[src/rtl/serial_frame_rx_if.sv]
// Bus bundle for serial_frame_rx: the serial input pair and the
// valid/ready output buffer with its status flags.
interface serial_frame_rx_if #(
    parameter int WIDTH = 8
);
    logic             din;
    logic             en;
    logic [WIDTH-1:0] dout;
    logic             dout_valid;
    logic             dout_ready;
    logic             par_err;
    logic             overrun;

    // Receiver side: consumes the serial bits, drives the buffered word.
    modport master (
        input  din,
        input  en,
        input  dout_ready,
        output dout,
        output dout_valid,
        output par_err,
        output overrun
    );

    // Environment side: feeds serial bits, accepts words.
    modport slave (
        output din,
        output en,
        output dout_ready,
        input  dout,
        input  dout_valid,
        input  par_err,
        input  overrun
    );
endinterface

[src/rtl/serial_frame_rx.sv]
// Framed serial receiver: hunts for a sync pattern, shifts in one word
// MSB-first, checks even parity and presents the word on a single-entry
// valid/ready buffer. A frame finishing into a full, non-draining buffer
// is dropped and flagged with a one-cycle overrun pulse.
module serial_frame_rx #(
    parameter int                  WIDTH    = 8,
    parameter int                  SYNC_LEN = 4,
    parameter logic [SYNC_LEN-1:0] SYNC_PAT = 4'b1101
) (
    input  logic              clk,
    input  logic              rst,
    serial_frame_rx_if.master bus
);

    localparam int CNT_W = (WIDTH > 2) ? $clog2(WIDTH) : 1;

    typedef enum logic [1:0] {
        HUNT = 2'd0,
        DATA = 2'd1,
        PAR  = 2'd2
    } state_t;

    state_t              state_q, state_d;
    // Only the last SYNC_LEN-1 bits are needed; the current din completes
    // the candidate window.
    logic [SYNC_LEN-2:0] hist_q, hist_d;
    logic [CNT_W-1:0]    cnt_q, cnt_d;
    logic [WIDTH-1:0]    sh_q, sh_d;
    logic [WIDTH-1:0]    dout_q, dout_d;
    logic                dout_valid_q, dout_valid_d;
    logic                par_err_q, par_err_d;
    logic                overrun_q, overrun_d;

    logic [SYNC_LEN-1:0] sync_win;
    logic                drain;
    logic                perr;

    assign sync_win = {hist_q, bus.din};
    assign drain    = dout_valid_q & bus.dout_ready;
    assign perr     = ^{sh_q, bus.din};

    // Next-state logic for the framing FSM and the output buffer.
    always_comb begin
        state_d      = state_q;
        hist_d       = hist_q;
        cnt_d        = cnt_q;
        sh_d         = sh_q;
        dout_d       = dout_q;
        dout_valid_d = dout_valid_q;
        par_err_d    = par_err_q;
        overrun_d    = 1'b0;

        // A drain empties the buffer unless a completing frame refills it below.
        if (drain) begin
            dout_valid_d = 1'b0;
        end

        if (bus.en) begin
            unique case (state_q)
                HUNT: begin
                    hist_d = sync_win[SYNC_LEN-2:0];
                    if (sync_win == SYNC_PAT) begin
                        state_d = DATA;
                        cnt_d   = '0;
                    end
                end
                DATA: begin
                    sh_d = {sh_q[WIDTH-2:0], bus.din};
                    if (cnt_q == CNT_W'(WIDTH - 1)) begin
                        state_d = PAR;
                        cnt_d   = '0;
                    end else begin
                        cnt_d = cnt_q + 1'b1;
                    end
                end
                PAR: begin
                    // Clearing the history forces a full sync before every frame.
                    state_d = HUNT;
                    hist_d  = '0;
                    if (!dout_valid_q || drain) begin
                        dout_d       = sh_q;
                        par_err_d    = perr;
                        dout_valid_d = 1'b1;
                    end else begin
                        overrun_d = 1'b1;
                    end
                end
                default: begin
                    state_d = HUNT;
                    hist_d  = '0;
                end
            endcase
        end
    end

    // State registers; reset discards any partial frame and the buffer at once.
    always_ff @(posedge clk or negedge rst) begin
        if (!rst) begin
            state_q      <= HUNT;
            hist_q       <= '0;
            cnt_q        <= '0;
            sh_q         <= '0;
            dout_q       <= '0;
            dout_valid_q <= 1'b0;
            par_err_q    <= 1'b0;
            overrun_q    <= 1'b0;
        end else begin
            state_q      <= state_d;
            hist_q       <= hist_d;
            cnt_q        <= cnt_d;
            sh_q         <= sh_d;
            dout_q       <= dout_d;
            dout_valid_q <= dout_valid_d;
            par_err_q    <= par_err_d;
            overrun_q    <= overrun_d;
        end
    end

    assign bus.dout       = dout_q;
    assign bus.dout_valid = dout_valid_q;
    assign bus.par_err    = par_err_q;
    assign bus.overrun    = overrun_q;

endmodule
[src/flat_wrapper.sv]
// flat-port wrapper written by rule: the top's interface ports become plain ports
module serial_frame_rx_flat 
#(
    parameter int                  WIDTH    = 8,
    parameter int                  SYNC_LEN = 4,
    parameter logic [SYNC_LEN-1:0] SYNC_PAT = 4'b1101
)
  (clk, rst, bus_din, bus_en, bus_dout_ready, bus_dout, bus_dout_valid, bus_par_err, bus_overrun);
  serial_frame_rx_if #(.WIDTH(WIDTH)) bus_i ();
  input  logic clk;
  input  logic rst;
  input wire logic [$bits(bus_i.din)-1:0] bus_din;
  input wire logic [$bits(bus_i.en)-1:0] bus_en;
  input wire logic [$bits(bus_i.dout_ready)-1:0] bus_dout_ready;
  output wire logic [$bits(bus_i.dout)-1:0] bus_dout;
  output wire logic [$bits(bus_i.dout_valid)-1:0] bus_dout_valid;
  output wire logic [$bits(bus_i.par_err)-1:0] bus_par_err;
  output wire logic [$bits(bus_i.overrun)-1:0] bus_overrun;
  assign bus_i.din = bus_din;
  assign bus_i.en = bus_en;
  assign bus_i.dout_ready = bus_dout_ready;
  assign bus_dout = bus_i.dout;
  assign bus_dout_valid = bus_i.dout_valid;
  assign bus_par_err = bus_i.par_err;
  assign bus_overrun = bus_i.overrun;
  serial_frame_rx #(.WIDTH(WIDTH), .SYNC_LEN(SYNC_LEN), .SYNC_PAT(SYNC_PAT)) u_core (.clk(clk), .rst(rst), .bus(bus_i));
endmodule
[config.mk]
export PLATFORM = sky130hd
export DESIGN_NAME = serial_frame_rx_flat
export DESIGN_NICKNAME = d
export VERILOG_FILES = /design/src/rtl/serial_frame_rx_if.sv /design/src/rtl/serial_frame_rx.sv /design/src/flat_wrapper.sv
export SDC_FILE = /design/constraint.sdc
export NUM_CORES = 1
export LEC_CHECK = 0
export BUFFER_PORTS_ARGS = -buffer_cell sky130_fd_sc_hd__clkbuf_2
export CAP_MARGIN = 30
export CORE_MARGIN = 1.5
export CORE_UTILIZATION = 45
export DETAILED_ROUTE_END_ITERATION = 10
export PLACE_DENSITY = 0.69
export RECOVER_POWER = 100
export SETUP_SLACK_MARGIN = 0.02
export SLEW_MARGIN = 10
export SYNTH_ARGS = -nofsm -noshare
export SYNTH_HDL_FRONTEND = slang
export SYNTH_SLANG_ARGS = --single-unit
[constraint.sdc]
create_clock -name clk -period 2.8 [get_ports clk]
set_clock_uncertainty 0.15 [all_clocks]
set_input_delay 0.56 -clock clk [delete_from_list [all_inputs] [get_ports clk]]
set_output_delay 0.56 -clock clk [all_outputs]
set_load 0.05 [all_outputs]
==> flow_summary.toml, run 1 <==
[sta]
setup-tns-final_ps = 0
layout_setup_ws_ps = 910
fmax_mhz = 529
finalMaxSlewViolations = 0
tightestPinTransition_ps = 1390
grt_setup_unrepaired = "no"
setup-violations-final = 0
finalCritPeriodShare_pct = 67.5
relSlewSlack_pct = 7.17
holdWs_ps = 296
period_needed_ps = 1890
hold_viol = 0

[route]
wirelength_um = 1680
drtAntennaViolNets = 0
wl_met2_um = 766
wl_met1_um = 839
wl_met3_um = 62
vias = 672
drc = 0
routedWlPerCell_um = 13.0
viasPerCell = 5.17
dr.max_layer_used = "met4"
drt_first_pass_iters = 4
drt-initial-drc-count = 4

[grt]
grt_pass1_vias = 614
grt_use_total_pct = 13.7
antenna_found_initial = 0
grt_pass1_wl_um = 2800
grt-ovfl-total = 0
grt_max_degree = 28

[layout]
layout-drive-gt1-share_pct = 23.0
antenna_cells = 0
stdcell_count = 130
utilization_pct = 51.7
final_common_cell = "dfrtp_1"
final_area_um2 = 1270
area_growth_pct = 8.92
fin_nets = 108
mostFrequentLayoutCells = "dfrtp_1, mux2_2, clkbuf_1, xnor2_1"

[placed_design]
dp_hpwl_um = 1220
preCtsSetupSlack_ps = 641
post_dp_cell_area_um2 = 1270
gp_congestion = 0.778
place.port_buffers = 15
dp.cells = 126

[die]
die-area_um2 = 2900
io-pin-count = 16
start_util_pct = 47.5
placeableCoreArea_um2 = 2450
rows = 18
die-height_um = 53.9
die_x_um = 53.9

[worst_setup_path]
cp_max_fo = 12
crit_type = "reg -> reg"
worst-path-buf-inv = 2
worst_setup_path_start_kind = "register"
slowest_stage = "dfrtp_1"
cp_data_arrival_time_ps = 1970
cp.required_ps = 2880
crit_path_end_kind = "register"
path_delay_family = "buffers and inverters"
path_cells = "inv_1 > nor3_1 > clkbuf_1 > mux2_2"
max_stage_delay_ps = 470

[power_and_ir_drop]
p_int_mw = 0.927
powerDensity_nw_per_um2 = 1190
p_total_mw = 1.50
power_leakage_nw = 0.597
switching_share_pct = 38.4
vdd.ir_drop.worst_mv = 0.628
p_seq_share_pct = 44.0
p_clk_share_pct = 11.4
comb_power_share_pct = 44.5
switching_power_mw = 0.578

[yosys]
syn_area_per_cell_um2 = 14.0
synth_cells = 83
yosys_warnings = 0
yosysSeqAreaShare_pct = 58.0
syn-num-nets = 90
synthesis.area_um2 = 1160
ys_types = 23
synth-seq-cells = 27

[clock_network]
insertion_delay_ps = 320
cts_htree_levels = 1
cts_buffers = 3
root_buffer = "clkbuf_4"
clockBufferDepth = 2
clkSinkCount = 27
path_clk_slew_ps = 150
cts_resized = 0
cts_setup_buffers = 0
hold_buffers = 0
cts_tree = "yes"

[hold_path]
min_path_type = "in -> reg"

[status]
status = "finished, final reports clean"

[flow_run]
cap_violations = 0
synth_stat cells, drive strengths merged:
master    n  area share (%)
nand2     2            0.64
a22oi     1            0.64
ha        2             2.1
nor2      4             1.3
o22ai     1            0.54
a21oi     2            0.86
dfrtp    27              58
or3       1            0.54
inv       2            0.64
a22o      4             3.0
buf       2             1.3
and3      3             1.6
o2bb2ai   3             2.3
clkbuf    1            0.32
nand2b    1            0.54
xnor3     1             1.9
xnor2     5             3.8
nor3      1            0.86
a2bb2oi   1            0.75
xor2      1            0.75
mux2     17              17
and4b     1            0.86
per-layer routing:
metal	GRT usage, %	vias to the layer above
met5	0	-
met4	7.69	0
met3	2.50	2
met2	19.7	10
met1	19.5	326
li1	-	334
worst reg2reg max path: cells and delay by family (launching register included):
family	cells	cell delay (ps)
mux	1	400
flops	1	470
buf+inv	2	580
simple gates	1	190
cells by family (layout without fill, tap and decap cells):
family	after synthesis	after routing	synth area share, %
flops	27	27	58.0
mux	17	17	16.8
simple gates	13	13	6.34
compound gates	12	12	8.06
xor+xnor	7	7	6.44
buf+inv	5	22	2.26
fa+ha+maj	2	2	2.15
power by group through the flow:
stage,clock [mW],sequential [mW],combinational [mW]
after floorplan,0,0.790,0.456
after detailed placement,0,0.676,0.703
after global routing,0.192,0.688,0.730
final,0.172,0.663,0.670
after CTS,0.180,0.668,0.704
after global placement,0,0.671,0.695
area by class of cell:
cell class / count / area [µm²]
repair buffers: 16 / 63.8
multi-input cells: 51 / 454
well taps: 30 / 37.5
flip-flops and latches: 27 / 676
inverters: 2 / 7.51
clock inverters: 1 / 7.51
fillers: 220 / 1190
clock buffers: 3 / 22.5
state kept, by name (all words and copies together) (netlist names):
register and flops:
u_core.bus.dout 8, u_core.bus.dout_valid 1, u_core.bus.overrun 1, u_core.bus.par_err 1, u_core.cnt_q 3, u_core.hist_q 3
u_core.sh_q 8, u_core.state_q 2
worst paths after layout:
path	startpoint	end	slack, ps	cells past startpoint
worst max-delay path	u_core.state_q[0]	u_core.sh_q[1]	910	4
worst min register to register	u_core.bus.dout[5]	u_core.bus.dout[5]	370	1
worst min-delay path	bus_en	u_core.state_q[0]	300	2
worst max register to register	u_core.state_q[0]	u_core.sh_q[1]	910	4
min in group asynchronous	rst	u_core.bus.dout_valid	370	1
max in group asynchronous	rst	u_core.sh_q[2]	1330	1
(Power assumes the default switching activity.)
==> inputs of run 2 (changes only) <==
- clock period: 2.8 -> 1.9 ns (I/O delays scaled with it)
==> run 2 against run 1 <==
Net effect:
- maximum frequency increased by 9.3%
- largest cell class unchanged
- design area increased by 2.9%
- combinational power increased by 51%
- highest routed layer unchanged
- wire length increased by 9.0%
- critical path type unchanged
- critical endpoint is now u_core.bus.par_err
- sequential power increased by 49%
- largest power group unchanged
- cell count increased by 2.3%
==> flow_summary.toml, run 2 (synthesis gave the netlist of run 1 again) <==
[status]
status = "finished, final reports clean"

[sta]
setup-violations-final = 0
layout_setup_ws_ps = 171
grt_setup_unrepaired = "no"
hold_viol = 0
period_needed_ps = 1730
setup-tns-final_ps = 0
finalMaxSlewViolations = 0
finalCritPeriodShare_pct = 91.0
relSlewSlack_pct = 56.3
fmax_mhz = 578
tightestPinTransition_ps = 655

[worst_setup_path]
cp_max_fo = 4
cp_data_arrival_time_ps = 1800
worst_setup_path_start_kind = "register"
crit_type = "reg -> reg"
cp.required_ps = 1970
crit_path_end_kind = "register"

[clock_network]
cts_tree = "yes"
root_buffer = "clkbuf_4"
clockBufferDepth = 2
cts_buffers = 3
clkSinkCount = 27
insertion_delay_ps = 320
cts_htree_levels = 1
cts_resized = 0
path_clk_slew_ps = 140

[route]
drc = 0
wirelength_um = 1840
routedWlPerCell_um = 13.8
drt-initial-drc-count = 5
drtAntennaViolNets = 0
drt_first_pass_iters = 2
vias = 686
viasPerCell = 5.16

[placed_design]
dp_hpwl_um = 1320
post_dp_cell_area_um2 = 1290
gp_congestion = 0.808
preCtsSetupSlack_ps = 205
place.port_buffers = 15

[power_and_ir_drop]
vdd.ir_drop.worst_mv = 0.927
power_leakage_nw = 0.621
powerDensity_nw_per_um2 = 1710

[hold_path]
min_path_type = "in -> reg"

[layout]
num-fill-cells = 217
final_common_cell = "dfrtp_1"
final_area_um2 = 1310
fin_nets = 111
antenna_cells = 0
area_growth_pct = 12.0
mostFrequentLayoutCells = "dfrtp_1, mux2_2, clkbuf_1, xnor2_1"
layout-drive-gt1-share_pct = 25.2

[die]
io-pin-count = 16
die_x_um = 53.9
rows = 18
die-area_um2 = 2900
placeableCoreArea_um2 = 2450
start_util_pct = 47.5
die-height_um = 53.9

[grt]
grt_use_total_pct = 14.9
grt_pass1_vias = 684
antenna_found_initial = 0
grt_pass1_wl_um = 3060
grt_max_degree = 28
grt-ovfl-total = 0

[flow_run]
cap_violations = 0
## run 2: worst max-delay path: stages (launching register included)
cell and delay (ps):
dfrtp_1 450, xnor2_1 180, xnor3_1 420, xnor2_1 130, mux2_1 300
## run 2: worst paths after layout
kind / start / endpoint / slack (ps) / cells after the start
max reg2reg: u_core.sh_q[1] / u_core.bus.par_err / 170 / 4
min reg2reg: u_core.bus.dout[7] / u_core.bus.dout[7] / 370 / 1
min in group asynchronous: rst / u_core.bus.dout_valid / 440 / 2
max in group asynchronous: rst / u_core.sh_q[1] / 730 / 2
max: u_core.sh_q[1] / u_core.bus.par_err / 170 / 4
min: bus_en / u_core.state_q[0] / 130 / 2
## run 2: per-layer routing
| layer | up-vias | routed length, µm | GRT usage, % |
|---|---|---|---|
| met2 | 12 | 878 | 23.8 |
| met4 | 0 | 19 | 6.41 |
| li1 | 336 | - | - |
| met5 | - | 0 | 0 |
| met1 | 336 | 860 | 20.0 |
| met3 | 2 | 77 | 2.50 |
## run 2: report_power, final
group	internal (mW)	switching (mW)	leakage, nW
sequential	0.793	0.193	0.336
combinational	0.504	0.502	0.268
clock	0.0789	0.164	0.0177
total	1.38	0.859	0.621
## run 2: cell type report
| class | count | area (µm²) | area share (%) |
|---|---|---|---|
| sequential | 27 | 676 | 51.8 |
| multi-input combinational | 51 | 454 | 34.8 |
| timing repair buffer | 19 | 103 | 7.86 |
| tap | 30 | 37.5 | 2.88 |
| clock buffer | 3 | 22.5 | 1.73 |
| inverter | 2 | 7.51 | 0.575 |
| clock inverter | 1 | 5.00 | 0.384 |
## run 2: repair_timing
item	in CTS	in global routing
setup buffers	0	0
hold buffers	1	0
endpoints found under the hold margin	27	0
## run 2: through the flow
step / power (mW) / hold WS (ps) / util [%] / std cells
detailed placement: 2.05 / 297 / 52.7 / 128
floorplan: 1.84 / -65.6 / - / 83
global placement: 2.02 / 284 / 52.7 / 128
CTS: 2.30 / 113 / 54.2 / 133
global route: 2.39 / 115 / 53.2 / 133
finish: 2.23 / 132 / 53.2 / 133
==> inputs of run 3 (changes only) <==
- REMOVE_ABC_BUFFERS: not set -> 1
==> run 3 against run 2 <==
Net effect:
- clock power is essentially flat
- register-to-register slack is essentially flat
- hold slack gained 6.8 ps
- sequential power shrank 0.8%
==> flow_summary.toml, run 3 (synthesis gave the netlist of run 1 again) <==
[status]
status = "finished, final reports clean"

[route]
drtAntennaViolNets = 0
drt_first_pass_iters = 2
drt-initial-drc-count = 9
wirelength_um = 1800
vias = 696
drc = 0
viasPerCell = 5.19
routedWlPerCell_um = 13.4

[placed_design]
dp_hpwl_um = 1240
gp_congestion = 0.834
preCtsSetupSlack_ps = 207
place.port_buffers = 15

[clock_network]
clkSinkCount = 27
cts_buffers = 3
clockBufferDepth = 2
cts_htree_levels = 1
insertion_delay_ps = 320
path_clk_slew_ps = 140
cts_tree = "yes"
root_buffer = "clkbuf_4"

[sta]
period_needed_ps = 1720
setup-tns-final_ps = 0
tightestPinTransition_ps = 661
layout_setup_ws_ps = 175
fmax_mhz = 580
finalMaxSlewViolations = 0
setup-violations-final = 0
grt_setup_unrepaired = "no"
hold_viol = 0
relSlewSlack_pct = 55.9
finalCritPeriodShare_pct = 90.8

[grt]
grt-ovfl-total = 0
grt_pass1_wl_um = 2950
grt_pass1_vias = 629
grt_max_degree = 28
grt_use_total_pct = 14.7
antenna_found_initial = 0

[worst_setup_path]
crit_type = "reg -> reg"
crit_path_end_kind = "register"
regToRegStartpoint = "u_core.sh_q[1]"
worst_setup_path_start_kind = "register"
reg2reg_setup_slack_ps = 180
r2r-end = "u_core.bus.par_err"
ff2ff_path_depth = 4
cp_max_fo = 4
cp.required_ps = 1970
cp_data_arrival_time_ps = 1790

[power_and_ir_drop]
power_leakage_nw = 0.623
powerDensity_nw_per_um2 = 1730
vdd.ir_drop.worst_mv = 0.915

[flow_run]
cap_violations = 0

[die]
die-height_um = 53.9
rows = 18
die_x_um = 53.9
io-pin-count = 16
start_util_pct = 47.5
die-area_um2 = 2900
placeableCoreArea_um2 = 2450

[layout]
final_common_cell = "dfrtp_1"
fin_nets = 112
area_growth_pct = 11.4
mostFrequentLayoutCells = "dfrtp_1, mux2_2, clkbuf_1, xnor2_1, clkbuf_2"
layout-drive-gt1-share_pct = 26.0
antenna_cells = 0

[hold_path]
holdCritStartpoint = "bus_en"
hold_path_end = "u_core.state_q[0]"
min_path_cells = 2
min_path_type = "in -> reg"
[run 3: cell count changes in the layout (fill, tap and decap cells not counted)]
cell	change
clkbuf_2	+1
buf_12	-1
buf_4	+1
[run 3: worst max path at each step]
stage	endpoint	slack, ps	from	cells past startpoint
floorplan	u_core.bus.dout[0]	180	u_core.bus.dout_valid	3
global placement	u_core.bus.dout[1]	230	bus_en	6
detailed placement	u_core.bus.dout[2]	210	bus_en	6
CTS	u_core.bus.par_err	210	u_core.sh_q[1]	4
global route	u_core.bus.par_err	110	u_core.sh_q[1]	4
finish	u_core.bus.par_err	180	u_core.sh_q[1]	4
[run 3: timing repair]
action,4_1_cts,5_1_grt
resized for setup,0,0
buffers inserted,0,0
hold buffers,1,0
endpoints found under the hold margin,27,0
[run 3: final cells by class]
cell class              instances  area [µm²]
inverters                       2        7.51
clock buffers                   3        22.5
fillers                       218        1160
multi-input cells              51         454
well taps                      30        37.5
flip-flops and latches         27         676
clock inverters                 1        5.00
repair buffers                 20        95.1
[run 3: stage by stage]
stage                     hold WS, ps  utilization [%]  std cells  power [mW]  area (µm²)
after floorplan                 -65.6                -         80        1.82        1150
after global placement            287             53.0        129        2.03        1300
after detailed placement          289             53.0        129        2.05        1300
after CTS                         125             54.5        134        2.30        1340
after global routing              118             52.9        134        2.40        1300
final                             139             52.9        134        2.24        1300
[run 3: critical path, stage by stage, from the launching register on]
cell and delay (ps):
dfrtp_1 440, xnor2_1 180, xnor3_1 420, xnor2_1 130, mux2_1 300
[run 3: where the power goes]
part	leakage [nW]	switching, mW	internal, mW
Combinational	0.269	0.506	0.513
Clock	0.0177	0.166	0.0788
Sequential	0.336	0.185	0.793
Total	0.623	0.857	1.38
[run 3: routing by layer]
metal | global-route usage (%) | vias to the layer above | part of all wire (%)
met4 | 10.3 | 0 | 2.8
met1 | 21.9 | 342 | 53
met5 | 0 | - | 0
met2 | 19.3 | 11 | 41
li1 | - | 339 | -
met3 | 2.50 | 4 | 3.2
